## src/rtl/l1_msg_responder.sv

```systemverilog
// l1_msg_responder: answers L2-to-L1 coherence messages.
// Inbound messages are queued in a small FIFO and served one at a time by a
// four-state FSM (IDLE, DECODE, XFER, RESP) that produces ACK, DATA or ERR.
// Optional feature macro: L1_MSG_STATS_EN adds stat_msgs/stat_err counters.
module l1_msg_responder #(
    parameter int unsigned ADDRESS_SIZE = 32,
    parameter int unsigned FIFO_DEPTH   = 4,
    parameter int unsigned DATA_LAT     = 4
) (
    input  logic                    clk,
    input  logic                    rst,
    input  logic                    msg_valid,
    output logic                    msg_ready,
    input  logic [2:0]              msg_code,
    input  logic [ADDRESS_SIZE-1:0] msg_addr,
    output logic                    rsp_valid,
    input  logic                    rsp_ready,
    output logic [1:0]              rsp_code,
    output logic [ADDRESS_SIZE-1:0] rsp_addr,
    output logic                    busy
`ifdef L1_MSG_STATS_EN
    ,
    output logic [15:0]             stat_msgs,
    output logic [15:0]             stat_err
`endif
);

    localparam int unsigned PTR_W = $clog2(FIFO_DEPTH);
    localparam int unsigned CNT_W = $clog2(FIFO_DEPTH + 1);
    localparam int unsigned ENT_W = ADDRESS_SIZE + 3;

    localparam logic [2:0] MSG_GETLINE        = 3'd1;
    localparam logic [2:0] MSG_SENDLINE       = 3'd2;
    localparam logic [2:0] MSG_INVALIDATELINE = 3'd3;
    localparam logic [2:0] MSG_EVICTLINE      = 3'd4;

    typedef enum logic [1:0] {
        ST_IDLE   = 2'd0,
        ST_DECODE = 2'd1,
        ST_XFER   = 2'd2,
        ST_RESP   = 2'd3
    } state_t;

    typedef enum logic [1:0] {
        RSP_ACK  = 2'd0,
        RSP_DATA = 2'd1,
        RSP_ERR  = 2'd2
    } rsp_t;

    // FIFO storage and bookkeeping
    logic [ENT_W-1:0] fifo_mem_q [FIFO_DEPTH];
    logic [PTR_W-1:0] wr_ptr_q, wr_ptr_d;
    logic [PTR_W-1:0] rd_ptr_q, rd_ptr_d;
    logic [CNT_W-1:0] count_q, count_d;
    logic             push;
    logic             pop;
    logic [ENT_W-1:0] head;

    // FSM registers (outputs are registered directly)
    state_t                  state_q;
    logic [2:0]              code_q;
    logic [7:0]              lat_cnt_q;
    logic                    rsp_valid_q;
    rsp_t                    rsp_code_q;
    logic [ADDRESS_SIZE-1:0] rsp_addr_q;

    // Ready depends only on registered occupancy, so a same-cycle pop never
    // opens a slot for a push while full.
    assign msg_ready = (count_q < CNT_W'(FIFO_DEPTH));
    assign push      = msg_valid && msg_ready;
    assign pop       = (state_q == ST_IDLE) && (count_q != '0);
    assign head      = fifo_mem_q[rd_ptr_q];

    assign rsp_valid = rsp_valid_q;
    assign rsp_code  = rsp_code_q;
    assign rsp_addr  = rsp_addr_q;
    assign busy      = (count_q != '0) || (state_q != ST_IDLE);

    // Next-state for FIFO pointers and occupancy count
    always_comb begin
        wr_ptr_d = wr_ptr_q;
        rd_ptr_d = rd_ptr_q;
        count_d  = count_q;
        if (push) begin
            wr_ptr_d = (wr_ptr_q == PTR_W'(FIFO_DEPTH - 1)) ? '0 : wr_ptr_q + PTR_W'(1);
        end
        if (pop) begin
            rd_ptr_d = (rd_ptr_q == PTR_W'(FIFO_DEPTH - 1)) ? '0 : rd_ptr_q + PTR_W'(1);
        end
        case ({push, pop})
            2'b10:   count_d = count_q + CNT_W'(1);
            2'b01:   count_d = count_q - CNT_W'(1);
            default: count_d = count_q;
        endcase
    end

    // FIFO entry write; contents need no reset since count gates reads
    always_ff @(posedge clk) begin
        if (!rst && push) begin
            fifo_mem_q[wr_ptr_q] <= {msg_code, msg_addr};
        end
    end

    // FIFO pointer and count registers
    always_ff @(posedge clk) begin
        if (rst) begin
            wr_ptr_q <= '0;
            rd_ptr_q <= '0;
            count_q  <= '0;
        end else begin
            wr_ptr_q <= wr_ptr_d;
            rd_ptr_q <= rd_ptr_d;
            count_q  <= count_d;
        end
    end

    // Message-handling FSM: pop, decode, optional line transfer, respond
    always_ff @(posedge clk) begin
        if (rst) begin
            state_q     <= ST_IDLE;
            code_q      <= '0;
            lat_cnt_q   <= '0;
            rsp_valid_q <= 1'b0;
            rsp_code_q  <= RSP_ACK;
            rsp_addr_q  <= '0;
        end else begin
            case (state_q)
                ST_IDLE: begin
                    if (pop) begin
                        code_q     <= head[ENT_W-1 -: 3];
                        rsp_addr_q <= head[ADDRESS_SIZE-1:0];
                        state_q    <= ST_DECODE;
                    end
                end
                ST_DECODE: begin
                    case (code_q)
                        MSG_GETLINE, MSG_SENDLINE: begin
                            lat_cnt_q <= 8'(DATA_LAT - 1);
                            state_q   <= ST_XFER;
                        end
                        MSG_INVALIDATELINE, MSG_EVICTLINE: begin
                            rsp_code_q  <= RSP_ACK;
                            rsp_valid_q <= 1'b1;
                            state_q     <= ST_RESP;
                        end
                        default: begin
                            rsp_code_q  <= RSP_ERR;
                            rsp_valid_q <= 1'b1;
                            state_q     <= ST_RESP;
                        end
                    endcase
                end
                ST_XFER: begin
                    if (lat_cnt_q == 8'd0) begin
                        rsp_code_q  <= RSP_DATA;
                        rsp_valid_q <= 1'b1;
                        state_q     <= ST_RESP;
                    end else begin
                        lat_cnt_q <= lat_cnt_q - 8'd1;
                    end
                end
                ST_RESP: begin
                    if (rsp_ready) begin
                        rsp_valid_q <= 1'b0;
                        state_q     <= ST_IDLE;
                    end
                end
                default: state_q <= ST_IDLE;
            endcase
        end
    end

`ifdef L1_MSG_STATS_EN
    logic [15:0] stat_msgs_q;
    logic [15:0] stat_err_q;
    logic        err_decode;

    assign err_decode = (state_q == ST_DECODE) &&
                        (code_q != MSG_GETLINE) && (code_q != MSG_SENDLINE) &&
                        (code_q != MSG_INVALIDATELINE) && (code_q != MSG_EVICTLINE);

    assign stat_msgs = stat_msgs_q;
    assign stat_err  = stat_err_q;

    // Saturating counters of accepted messages and ERR responses
    always_ff @(posedge clk) begin
        if (rst) begin
            stat_msgs_q <= '0;
            stat_err_q  <= '0;
        end else begin
            if (push && (stat_msgs_q != '1)) begin
                stat_msgs_q <= stat_msgs_q + 16'd1;
            end
            if (err_decode && (stat_err_q != '1)) begin
                stat_err_q <= stat_err_q + 16'd1;
            end
        end
    end
`endif

endmodule
```

## config.mk

```make
export PLATFORM = sky130hd
export DESIGN_NAME = l1_msg_responder
export DESIGN_NICKNAME = d
export VERILOG_FILES = /design/src/rtl/l1_msg_responder.sv
export SDC_FILE = /design/constraint.sdc
export NUM_CORES = 1
export LEC_CHECK = 0
export BUFFER_PORTS_ARGS = -buffer_cell sky130_fd_sc_hd__buf_2
export CORE_MARGIN = 5
export CORE_UTILIZATION = 60
export DETAILED_ROUTE_END_ITERATION = 10
export PLACE_DENSITY = 0.92
export REMOVE_ABC_BUFFERS = 1
export SKIP_CTS_REPAIR_TIMING = 1
export SLEW_MARGIN = 40
export SYNTH_ARGS = -nofsm -noshare
export SYNTH_HDL_FRONTEND = slang
export SYNTH_SLANG_ARGS = --single-unit
```

## constraint.sdc

```tcl
create_clock -name clk -period 5 [get_ports clk]
set_input_delay 1 -clock clk [delete_from_list [all_inputs] [get_ports clk]]
set_output_delay 1 -clock clk [all_outputs]
set_load 0.02 [all_outputs]
```

After elaboration in Yosys (flattened, before gate mapping):

Memory sizes are Yosys's and may differ from the RTL's. A register that Yosys moved wholly into a read port is not among the register bits.
Cells that the tools add are included.

* output and inout port bits: 37
* bits in registers: 20
* latch bits: 0
* RAM bits: 140
* bits in read-only memories: 0
* word-level logic and storage cells: 70
* input port bits: 39
* memories: 1

* equal/unequal tests: 17
* bitwise gates (word level): 0
* add/subtract/negate cells: 5
* magnitude comparators: 1
* divide/modulo/power cells: 0
* multiplexer cells: 20
* reduce and logical (&&, ||, !) cells: 19
* shift operators: 0
* multipliers: 0

Memories
* fifo_mem_q: depth 4, width 35, read ports 1, clocked after Yosys merged registers in 1, wr ports 1, line 51 `logic [ENT_W-1:0] fifo_mem_q [FIFO_DEPTH];`

Operators with widths (number)
* 8-bit two-way mux: 2
* 8-bit case mux with 2 select lines: 1
* 2-bit two-way mux: 6
* 2-bit inequality test, second input constant: 6
* 2-bit equality test, second input constant: 5
* 3-bit AND reduction: 3
* 8-bit zero test: 1
* 2-bit case mux with 2 select lines: 2
* 2-bit case mux with 4 select lines: 1
* 8-bit by 1-bit subtractor with 8-bit output, second input constant: 1
* 3-bit by 2-bit equality test with 1-bit output, second input constant: 2
* 1-bit two-way mux: 6
* 3-bit case mux with 2 select lines: 1
* 2-bit nonzero test: 3
* 3-bit nonzero test: 2
* 2-bit by 1-bit adder with 2-bit output, second input constant: 2
* 2-bit by 1-bit equality test with 1-bit output, second input constant: 2
* 4-bit AND reduction: 1
* 2-bit OR reduction: 2
* 3-bit by 1-bit adder with 3-bit output, second input constant: 1
* 3-bit by 1-bit equality test with 1-bit output, second input constant: 1
* 3-bit equality test, second input constant: 1
* 1-bit logical AND: 3
* 3-bit less-than comparator, second input constant: 1
* 6 further kinds: 6

Longest topological paths before layout:

Gate-level depths: netlist of the first run.

* depth in word-level cells: 5
* mapped depth: 11
* depth with buffers taken out: 10

Worst setup path after synthesis of the first run:

No wires, ideal clock.

* path type: input-to-reg
* start: input msg_valid
* end: memory fifo_mem_q[0][0] (netlist name) (enable)
* setup time: 0.396 ns
* path buffers: 0
* required time: 4.604 ns
* arrival time: 2.155 ns
* cell stages on the path: 3
* slack: 2.450 ns
* cell sequence: nand2b_1 > nor2_1 > and2_1

* cells in the longest elaborated chain, start to end: 4

Ends and longest elaborated chain
* start: declaration: line 12 `input logic msg_valid,`
* 1-bit logical AND: line 70 `assign push = msg_valid && msg_ready;`
* 1-bit logical AND: line 99 `if (!rst && push) begin`
* 1-bit two-way mux: line 99
* 1-bit two-way mux (implied by the code): line 100 `fifo_mem_q[wr_ptr_q] <= {msg_code, msg_addr};`
* end: declaration: line 51

No other way between the ends.

Worst setup path after layout of the first run:

* start: register state_q[0]
* end: register count_q[2]

* cells in the longest elaborated chain, start to end: 4
* elaborated cells between the ends (all ways): 6
* classes of those cells: eq/ne: 2; mux: 1; reduce/logical: 3

Ends and longest elaborated chain
* start: declaration: line 60 `state_t state_q;`
* start signal: assignment: line 120 `state_q <= ST_IDLE;`
* start signal: assignment: line 132 `state_q <= ST_DECODE;`
* start signal: assignment: line 139 `state_q <= ST_XFER;`
* 2-bit zero test *: line 71 `assign pop = (state_q == ST_IDLE) && (count_q != '0);`
* 1-bit logical AND *: line 71
* 2-bit by 1-bit equality test with 1-bit output or 2-bit equality test (tied branches): line 90 `case ({push, pop})`
* 3-bit case mux with 2 select lines or 2-bit nonzero test (tied branches)
* end signal: assignment: line 113 `count_q <= count_d;`
* end: declaration: line 54 `logic [CNT_W-1:0] count_q, count_d;`

Every way passes the cells marked *; elsewhere a longest branch is shown, timed or not.
A chain may end at the register's enable or synchronous reset.

==> flow_summary.yaml, run 1 <==
worst_setup_path:
  path_cells: "inv_1 -> ha_1 -> o31ai_4 -> buf_4 -> inv_2 -> ha_1 -> inv_1 -> fa_1 -> xor2_1 -> or3_1 -> a21oi_1"
  start_kind: "flop"
  cp-end-kind: "flop"
  cp_slowest_cell: "inv_2"
  required_ns: 5.34
  arrival_ns: 3.60
  crit_fanout: 39
  critPathKind: "flop to flop"
  critical-path-max-stage-delay_ns: 0.55
power:
  leakagePower_nw: 3.041
  vdd_ir_drop_max_uv: 398.4
  p_per_area_nw_per_um2: 581.4
sta:
  report.final.slew_viol_count: 0
  timing.setup.tns_ns: 0
  fin_skew_ns: 0.02295
  finalHoldWorstSlack_ns: 0.4533
  setup_viol: 0
  period_minus_slack_ns: 3.262
  hold_violations: 0
  tightestPinTransition_ns: 0.6879
  rsz0062_at_grt: "no"
  fin_crit_sh_pct: 65.25
  max_freq_mhz: 306.5
  relSlewSlack_pct: 54.14
logic_synthesis:
  syn_area_um2: 7485
  async_reset_ff_share_pct: 0
  ys_types: 46
  synthCells: 479
  netlist.top_cell.by_area: "edfxtp_1"
  syn_area_per_cell_um2: 15.63
  ys_seq_area_share_pct: 70.88
  synth_edf_count: 140
  ys_warn_count: 0
  synth_top_area_share_pct: 56.17
  synthFlopType: "edfxtp_1"
  netlist_top_cells_area: "edfxtp_1 56%, dfxtp_1 15%, mux4_2 11%"
  ys_seq_elements: 195
floorplan:
  die_h_um: 121.7
  rows: 40
  coreArea_um2: 12110
  initial_core_util_pct: 61.80
  die_w_um: 121.7
  dieArea_um2: 14810
  io_pins: 76
layout:
  syn_to_final_growth_pct: 15.28
  layout_commonest_cell: "edfxtp_1"
  final_cells: 734
  final_cell_mix: "140 x edfxtp_1, 77 x nand2_1, 75 x buf_2"
  utilization_pct: 71.24
  layout.nets: 604
  drive_above_1_share_pct: 28.27
  num_antenna_cells: 0
grt:
  grt_util_all_layers_pct: 21.50
  gr-total-overflow: 0
  grt_pass1_vias: 4491
  antenna_found_initial: 0
  grt_max_degree: 51
  grt_pass1_wl_mm: 23.63
route:
  vias: 4257
  ant_nets: 0
  drt_iter0_markers: 385
  finalWirelength_mm: 14.88
  viasPerCell: 5.800
  wire_per_inst_um: 20.27
  drc: 0
  dr.pass1.iters: 5
clock_network:
  clockRootBuffer: "clkbuf_16"
  cts_tree: "done"
  cts_sinks: 195
  htree_levels: 4
  clk_latency_ns: 0.44
  path_clk_slew_ns: 0.07
  cts_made_buffers: 17
  cts_buffer_depth: 2
placement:
  hpwl_mm: 8.860
  dp.cells: 702
  portBuffers: 75
  place_congestion: 0.7946
run_status:
  status: "complete, no violations"
job:
  drv_cap: 0
hold_path:
  hp-class: "flop to flop"
==> report_power, final <==
part / switching, mW / internal [mW] / leakage (nW) / total (mW)
Combinational: 0.840 / 0.554 / 1.02 / 1.39
Clock: 0.617 / 0.805 / 0.298 / 1.42
Sequential: 0.209 / 1.99 / 1.72 / 2.20
Total: 1.67 / 3.35 / 3.04 / 5.02
==> flip-flops by register name, summed over array words and instances, names as in the netlist <==
name,cells
code_q,3
state_q,2
count_q,3
wr_ptr_q,2
rsp_addr,32
rd_ptr_q,2
rsp_code,2
rsp_valid,1
fifo_mem_q,140
lat_cnt_q,8
==> synthesized netlist by cell type (3+ instances only) <==
cell,number
mux4_2,35
nand2_1,77
dfxtp_1,55
nand2b_1,6
a21oi_1,49
clkbuf_1,7
or3_1,4
nor2_1,12
edfxtp_1,140
mux2i_1,5
inv_1,14
buf_4,6
and2_1,5
ha_1,11
nor3_1,3
buf_2,6
o21ai_0,4
nand3_1,3
buf_1,4
==> critical path, delay by kind of cell, from the launching register on <==
| kind | cells | cell delay (ns) |
|---|---|---|
| buf+inv | 4 | 1.04 |
| fa+ha+maj | 3 | 1.01 |
| flops | 1 | 0.33 |
| simple gates | 1 | 0.32 |
| compound gates | 2 | 0.30 |
| xor+xnor | 1 | 0.16 |
==> stage by stage <==
step | cell area, um2 | total power [mW] | setup WS [ns]
2_1_floorplan | 7368 | 3.161 | 0.4659
3_3_place_gp | 7998 | 3.532 | 1.982
3_5_place_dp | 8005 | 3.619 | 1.760
4_1_cts | 8628 | 5.049 | 1.696
5_1_grt | 8628 | 5.285 | 1.572
6_report | 8628 | 5.017 | 1.738
==> kinds of logic after synthesis <==
logic type               count (synthesis)  synth area share [%]
flip-flops                             195                 70.88
AND/OR/NAND/NOR                        122                 7.740
AO/OA/AOI/OAI                           68                 5.299
multiplexers                            40                 11.20
buffers and inverters                   38                 2.307
adder cells (fa/ha/maj)                 12                 2.106
XOR/XNOR                                 4                0.4682
==> per-layer routing <==
layer / vias to the layer above / global-route usage (%) / share of wire, %
met3: 41 / 5.617 / 5.9
met5: - / 0 / 0
met1: 2106 / 25.57 / 38
met2: 166 / 37.17 / 53
li1: 1944 / - / -
met4: 0 / 9.244 / 3.0
==> path summary, 6_finish.rpt <==
kind                                      to  slack [ns]    startpoint  cells past startpoint
worst max register to register    count_q[2]        1.74    state_q[0]                     11
worst max-delay path              count_q[2]        1.74    state_q[0]                     11
worst min register to register  rsp_addr[15]        0.45  rsp_addr[15]                      2
worst min-delay path            rsp_addr[15]        0.45  rsp_addr[15]                      2
==> final cells by class <==
cell class | instances | area [um2]
clock buffers | 18 | 429.2
clock inverters | 14 | 193.9
well taps | 168 | 210.2
flip-flops and latches | 195 | 5310
inverters | 15 | 56.30
multi-input cells | 246 | 2031
repair buffers | 78 | 397.9
fillers | 749 | 3483
Note: power is estimated with default switching activity, not from simulation.
==> inputs of run 2 (changes only) <==
Settings changed: CORE_UTILIZATION 60 to 53, PLACE_DENSITY 0.92 to 0.87.
Clock period 5 ns to 3 ns, I/O delays scaled along.
==> run 2 against run 1 <==
Against the previous run:
- cell area rose by 0.75%
- die area rose by 12%
- sequential share of layout area fell by 0.46 points
- core utilization fell by 8.6 points
- clock power rose by 59%
- flip-flop and latch count did not move
- critical endpoint is now busy
- highest routed layer unchanged
==> flow_summary.yaml, run 2 (synthesis results as in run 1) <==
run_status:
  status: "complete, no violations"
route:
  viasPerCell: 5.634
  drc: 0
  finalWirelength_mm: 14.75
  ant_nets: 0
  vias: 4231
  dr.pass1.iters: 5
  drt_iter0_markers: 388
  wire_per_inst_um: 19.64
layout:
  layout_commonest_cell: "edfxtp_1"
  regArea_um2: 5310
  final_cells: 751
  max_flop_register: "fifo_mem_q"
  syn_to_final_growth_pct: 16.15
  largest_reg_flops: 140
  multi_input_area_um2: 2026
  layout.nets: 609
  num_antenna_cells: 0
  nFillCells: 991
  final_cell_mix: "140 x edfxtp_1, 77 x nand2_1, 75 x buf_2"
  drive_above_1_share_pct: 29.25
sta:
  report.final.slew_viol_count: 0
  max_freq_mhz: 400.7
  tightestPinTransition_ns: 0.5691
  period_minus_slack_ns: 2.496
  finalHoldWorstSlack_ns: 0.3752
  fin_crit_sh_pct: 83.19
  rsz0062_at_grt: "no"
  timing.setup.tns_ns: 0
  relSlewSlack_pct: 62.06
  hold_violations: 0
  setup_viol: 0
  fin_skew_ns: 0.01149
grt:
  grt_pass1_wl_mm: 23.54
  gr-total-overflow: 0
  met3_usage_pct: 5.936
  grt_util_all_layers_pct: 18.92
  grt_use_met1_pct: 22.75
  use_met2_pct: 33.14
  grt_pass1_vias: 4509
  antenna_found_initial: 0
  grt-busiest-layer: "met2"
  grt_max_degree: 50
placement:
  portBuffers: 75
  dp.cells: 719
  hpwl_mm: 9.033
  place_congestion: 0.7278
power:
  leakagePower_nw: 3.073
  seq_power_share_pct: 44.1
  switching_share_pct: 33.87
  vdd_ir_drop_max_uv: 645.3
  switchingPower_mw: 2.801
  p_per_area_nw_per_um2: 951.3
  comb_power_share_pct: 28.6
  p_clk_share_pct: 27.3
  p_int_mw: 5.468
floorplan:
  dieArea_um2: 16600
  initial_core_util_pct: 53.92
  rows: 43
  io_pins: 76
  coreArea_um2: 13880
  die_w_um: 128.8
  die_h_um: 128.8
worst_setup_path:
  cp-end-kind: "primary output"
  reg2reg_to: "count_q[2]"
  critical-path-max-stage-delay_ns: 0.50
  required_ns: 2.40
  crit_fanout: 6
  r2r_slack_ns: 0.67
  cp_slowest_cell: "or4b_4"
  critPathKind: "flop to primary output"
  arrival_ns: 1.90
  rr_worst_depth: 10
  path_cells: "inv_1 -> ha_1 -> or4b_4 -> buf_2"
  start_kind: "flop"
  r2r-start: "state_q[0]"
clock_network:
  htree_levels: 4
  path_clk_slew_ns: 0.08
  cts_tree: "done"
  clk_latency_ns: 0.44
  clockRootBuffer: "clkbuf_16"
  cts_made_buffers: 17
  cts_sinks: 195
  cts_buffer_depth: 2
hold_path:
  whs_path_depth: 1
  hp-start: "msg_addr[25]"
  hp-class: "primary input to flop"
  whs_endpoint: "fifo_mem_q[1][25]"
job:
  drv_cap: 0
-- run 2: worst max-delay path by stage --
stage                     startpoint          to  slack [ns]  cells past startpoint
after floorplan           count_q[0]  count_q[2]       -1.53                      8
after global placement     msg_valid  count_q[2]        0.87                      8
after detailed placement   msg_valid  count_q[2]        0.75                      8
after CTS                 state_q[1]        busy        0.49                      4
after global routing      state_q[0]        busy        0.41                      4
final                     state_q[0]        busy        0.50                      4
-- run 2: area by class of cell --
cell class / instances / share of cell area, %
clock buffers: 20 / 5.498
clock inverters: 12 / 1.583
inverters: 15 / 0.6477
multi-input cells: 246 / 23.30
flip-flops and latches: 195 / 61.08
well taps: 180 / 2.591
repair buffers: 83 / 5.296
-- run 2: worst max-delay path, delay by kind of cell (launching register included) --
kind | cells | cell delay [ns]
buf+inv | 2 | 0.31
simple gates | 1 | 0.50
flops | 1 | 0.33
fa+ha+maj | 1 | 0.32
-- run 2: layer usage --
layer  vias up  share of wire, %
li1       1961                 -
met1      2101                38
met2       156                54
met3        13               7.1
met4         0              0.88
met5         -                 0
-- run 2: power by group through the flow --
stage,Sequential (mW),Clock (mW),Combinational (mW)
floorplan,3.91,0,1.35
global placement,3.67,0,2.27
detailed placement,3.70,0,2.36
CTS,3.65,2.30,2.39
global route,3.70,2.42,2.61
finish,3.65,2.26,2.37
-- run 2: through the flow --
stage                     utilization [%]  power [mW]  instance area, um2  setup slack [ns]
after floorplan                         -       5.268                7368            -1.534
after global placement              58.18       5.939                8075            0.8657
after detailed placement            58.19       6.063                8078            0.7493
after CTS                           62.63       8.340                8693            0.4868
after global routing                62.63       8.738                8693            0.4116
final                               62.63       8.270                8693            0.5042
==> inputs of run 3 (changes only) <==
Clock period 3 ns to 2.1 ns, I/O delays scaled along.
==> run 3 against run 2 <==
Against the previous run:
- the run now ends with setup timing left
- setup slack lost 0.53 ns
- clock-buffer cell count is the same
- register-to-register slack lost 0.59 ns
- die area is the same
==> flow_summary.yaml, run 3 (synthesis results as in run 1) <==
placement:
  place_congestion: 0.7793
  dp.cells: 728
  hpwl_mm: 9.334
  place_ws_ns: -0.03889
  portBuffers: 75
sta:
  report.final.slew_viol_count: 0
  hold_violations: 0
  max_freq_mhz: 469.7
  finalHoldWorstSlack_ns: 0.2039
  period_minus_slack_ns: 2.129
  fin_skew_ns: 0.009918
  setup_viol: 1
  timing.final.ws_setup_ns: -0.02894
  fin_crit_sh_pct: 101.4
  rsz0062_at_grt: "yes"
  tightestPinTransition_ns: 0.5742
  relSlewSlack_pct: 61.49
power:
  p_int_mw: 8.091
  p_clk_share_pct: 26.5
  vdd_ir_drop_max_uv: 774.9
  leakagePower_nw: 3.161
  p_per_area_nw_per_um2: 1344
  power_mw: 11.98
  switching_share_pct: 32.44
  comb_power_share_pct: 30.8
  seq_power_share_pct: 42.8
  switchingPower_mw: 3.885
run_status:
  violations: "setup timing"
  status: "finished with violations"
clock_network:
  clk_latency_ns: 0.43
  htree_levels: 4
  path_clk_slew_ns: 0.07
  cts_buffer_depth: 2
  cts_made_buffers: 17
  clockRootBuffer: "clkbuf_16"
  cts_sinks: 195
  cts_tree: "done"
layout:
  largest_reg_flops: 140
  layout_commonest_cell: "edfxtp_1"
  num_antenna_cells: 0
  drive_above_1_share_pct: 31.91
  layout.nets: 624
  nFillCells: 973
  final_cell_mix: "140 x edfxtp_1, 77 x nand2_1, 74 x buf_2"
  max_flop_register: "fifo_mem_q"
  syn_to_final_growth_pct: 19.07
  final_cells: 766
route:
  viasPerCell: 5.640
  drt_iter0_markers: 329
  dr.pass1.iters: 5
  met3WireLength_um: 820
  wire_per_inst_um: 19.17
  ant_nets: 0
  wl_met2_mm: 7.599
  vias: 4320
  top_layer: "met5"
  wl_met1_mm: 6.004
  finalWirelength_mm: 14.69
  drc: 0
floorplan:
  rows: 43
  io_pins: 76
  coreArea_um2: 13880
  dieArea_um2: 16600
  initial_core_util_pct: 53.92
  die_h_um: 128.8
  die_w_um: 128.8
worst_setup_path:
  required_ns: 1.68
  critical-path-max-stage-delay_ns: 0.47
  arrival_ns: 1.71
  cp_slowest_cell: "or4b_4"
  start_kind: "flop"
  path_cells: "inv_4 -> ha_4 -> buf_6 -> or4b_4 -> buf_6"
  cp-end-kind: "primary output"
  critPathKind: "flop to primary output"
  crit_fanout: 3
  cp_common_cell: "buf_6"
hold_path:
  hp-class: "primary input to flop"
grt:
  grt_max_degree: 39
  grt_util_all_layers_pct: 18.87
  antenna_found_initial: 1
  gr-total-overflow: 0
  grt_pass1_wl_mm: 23.69
  grt_pass1_vias: 4491
job:
  drv_cap: 0
## run 3: cell types whose count changed in the layout (fill, tap and decap cells not counted), moves of 3 or more
cell and delta:
clkinv_8 -4, inv_6 -4, clkinv_2 +3, buf_12 +8, buf_4 +6
## run 3: per-stage QoR
step           setup TNS (ns)  utilization [%]  area (um2)
2_1_floorplan          -64.23                -        7368
3_3_place_gp                0            59.38        8243
3_5_place_dp         -0.03889            59.38        8243
4_1_cts               -0.3288            63.62        8831
5_1_grt              -0.07049            64.21        8912
6_report             -0.02894            64.21        8912
## run 3: final timing paths
path                            depth (start not counted)  slack (ns)          from           endpoint
worst max-delay path                                    5       -0.03    state_q[1]               busy
worst min-delay path                                    1        0.20  msg_addr[23]  fifo_mem_q[3][23]
worst max register to register                         10        0.08    state_q[1]         count_q[2]
worst min register to register                          2        0.45  rsp_addr[12]       rsp_addr[12]
## run 3: power groups by stage
| stage | clock network (mW) | registers [mW] | logic, mW |
|---|---|---|---|
| after floorplan | 0 | 5.59 | 1.94 |
| after global placement | 0 | 5.14 | 3.44 |
| after detailed placement | 0 | 5.20 | 3.57 |
| after CTS | 3.21 | 5.13 | 3.59 |
| after global routing | 3.42 | 5.19 | 4.03 |
| final | 3.17 | 5.12 | 3.68 |
## run 3: area by class of cell
class / count / area (um2) / share of cell area, %
timing repair buffer: 98 / 683.2 / 7.665
sequential: 195 / 5313 / 59.61
tap: 180 / 225.2 / 2.527
multi-input combinational: 246 / 2044 / 22.94
clock inverter: 12 / 131.4 / 1.474
clock buffer: 20 / 456.7 / 5.124
inverter: 15 / 58.81 / 0.6598
## run 3: metal layers
metal	GRT usage, %	up-vias
li1	-	1987
met1	24.03	2172
met2	31.46	135
met3	5.064	24
met4	6.671	2
met5	0	-
## run 3: worst max-delay path: cells and delay by family (launching register included)
kind	cells	cell delay [ns]
buffers and inverters	3	0.31
adders and majority gates	1	0.15
DFF	1	0.36
and+or+nand+nor	1	0.47
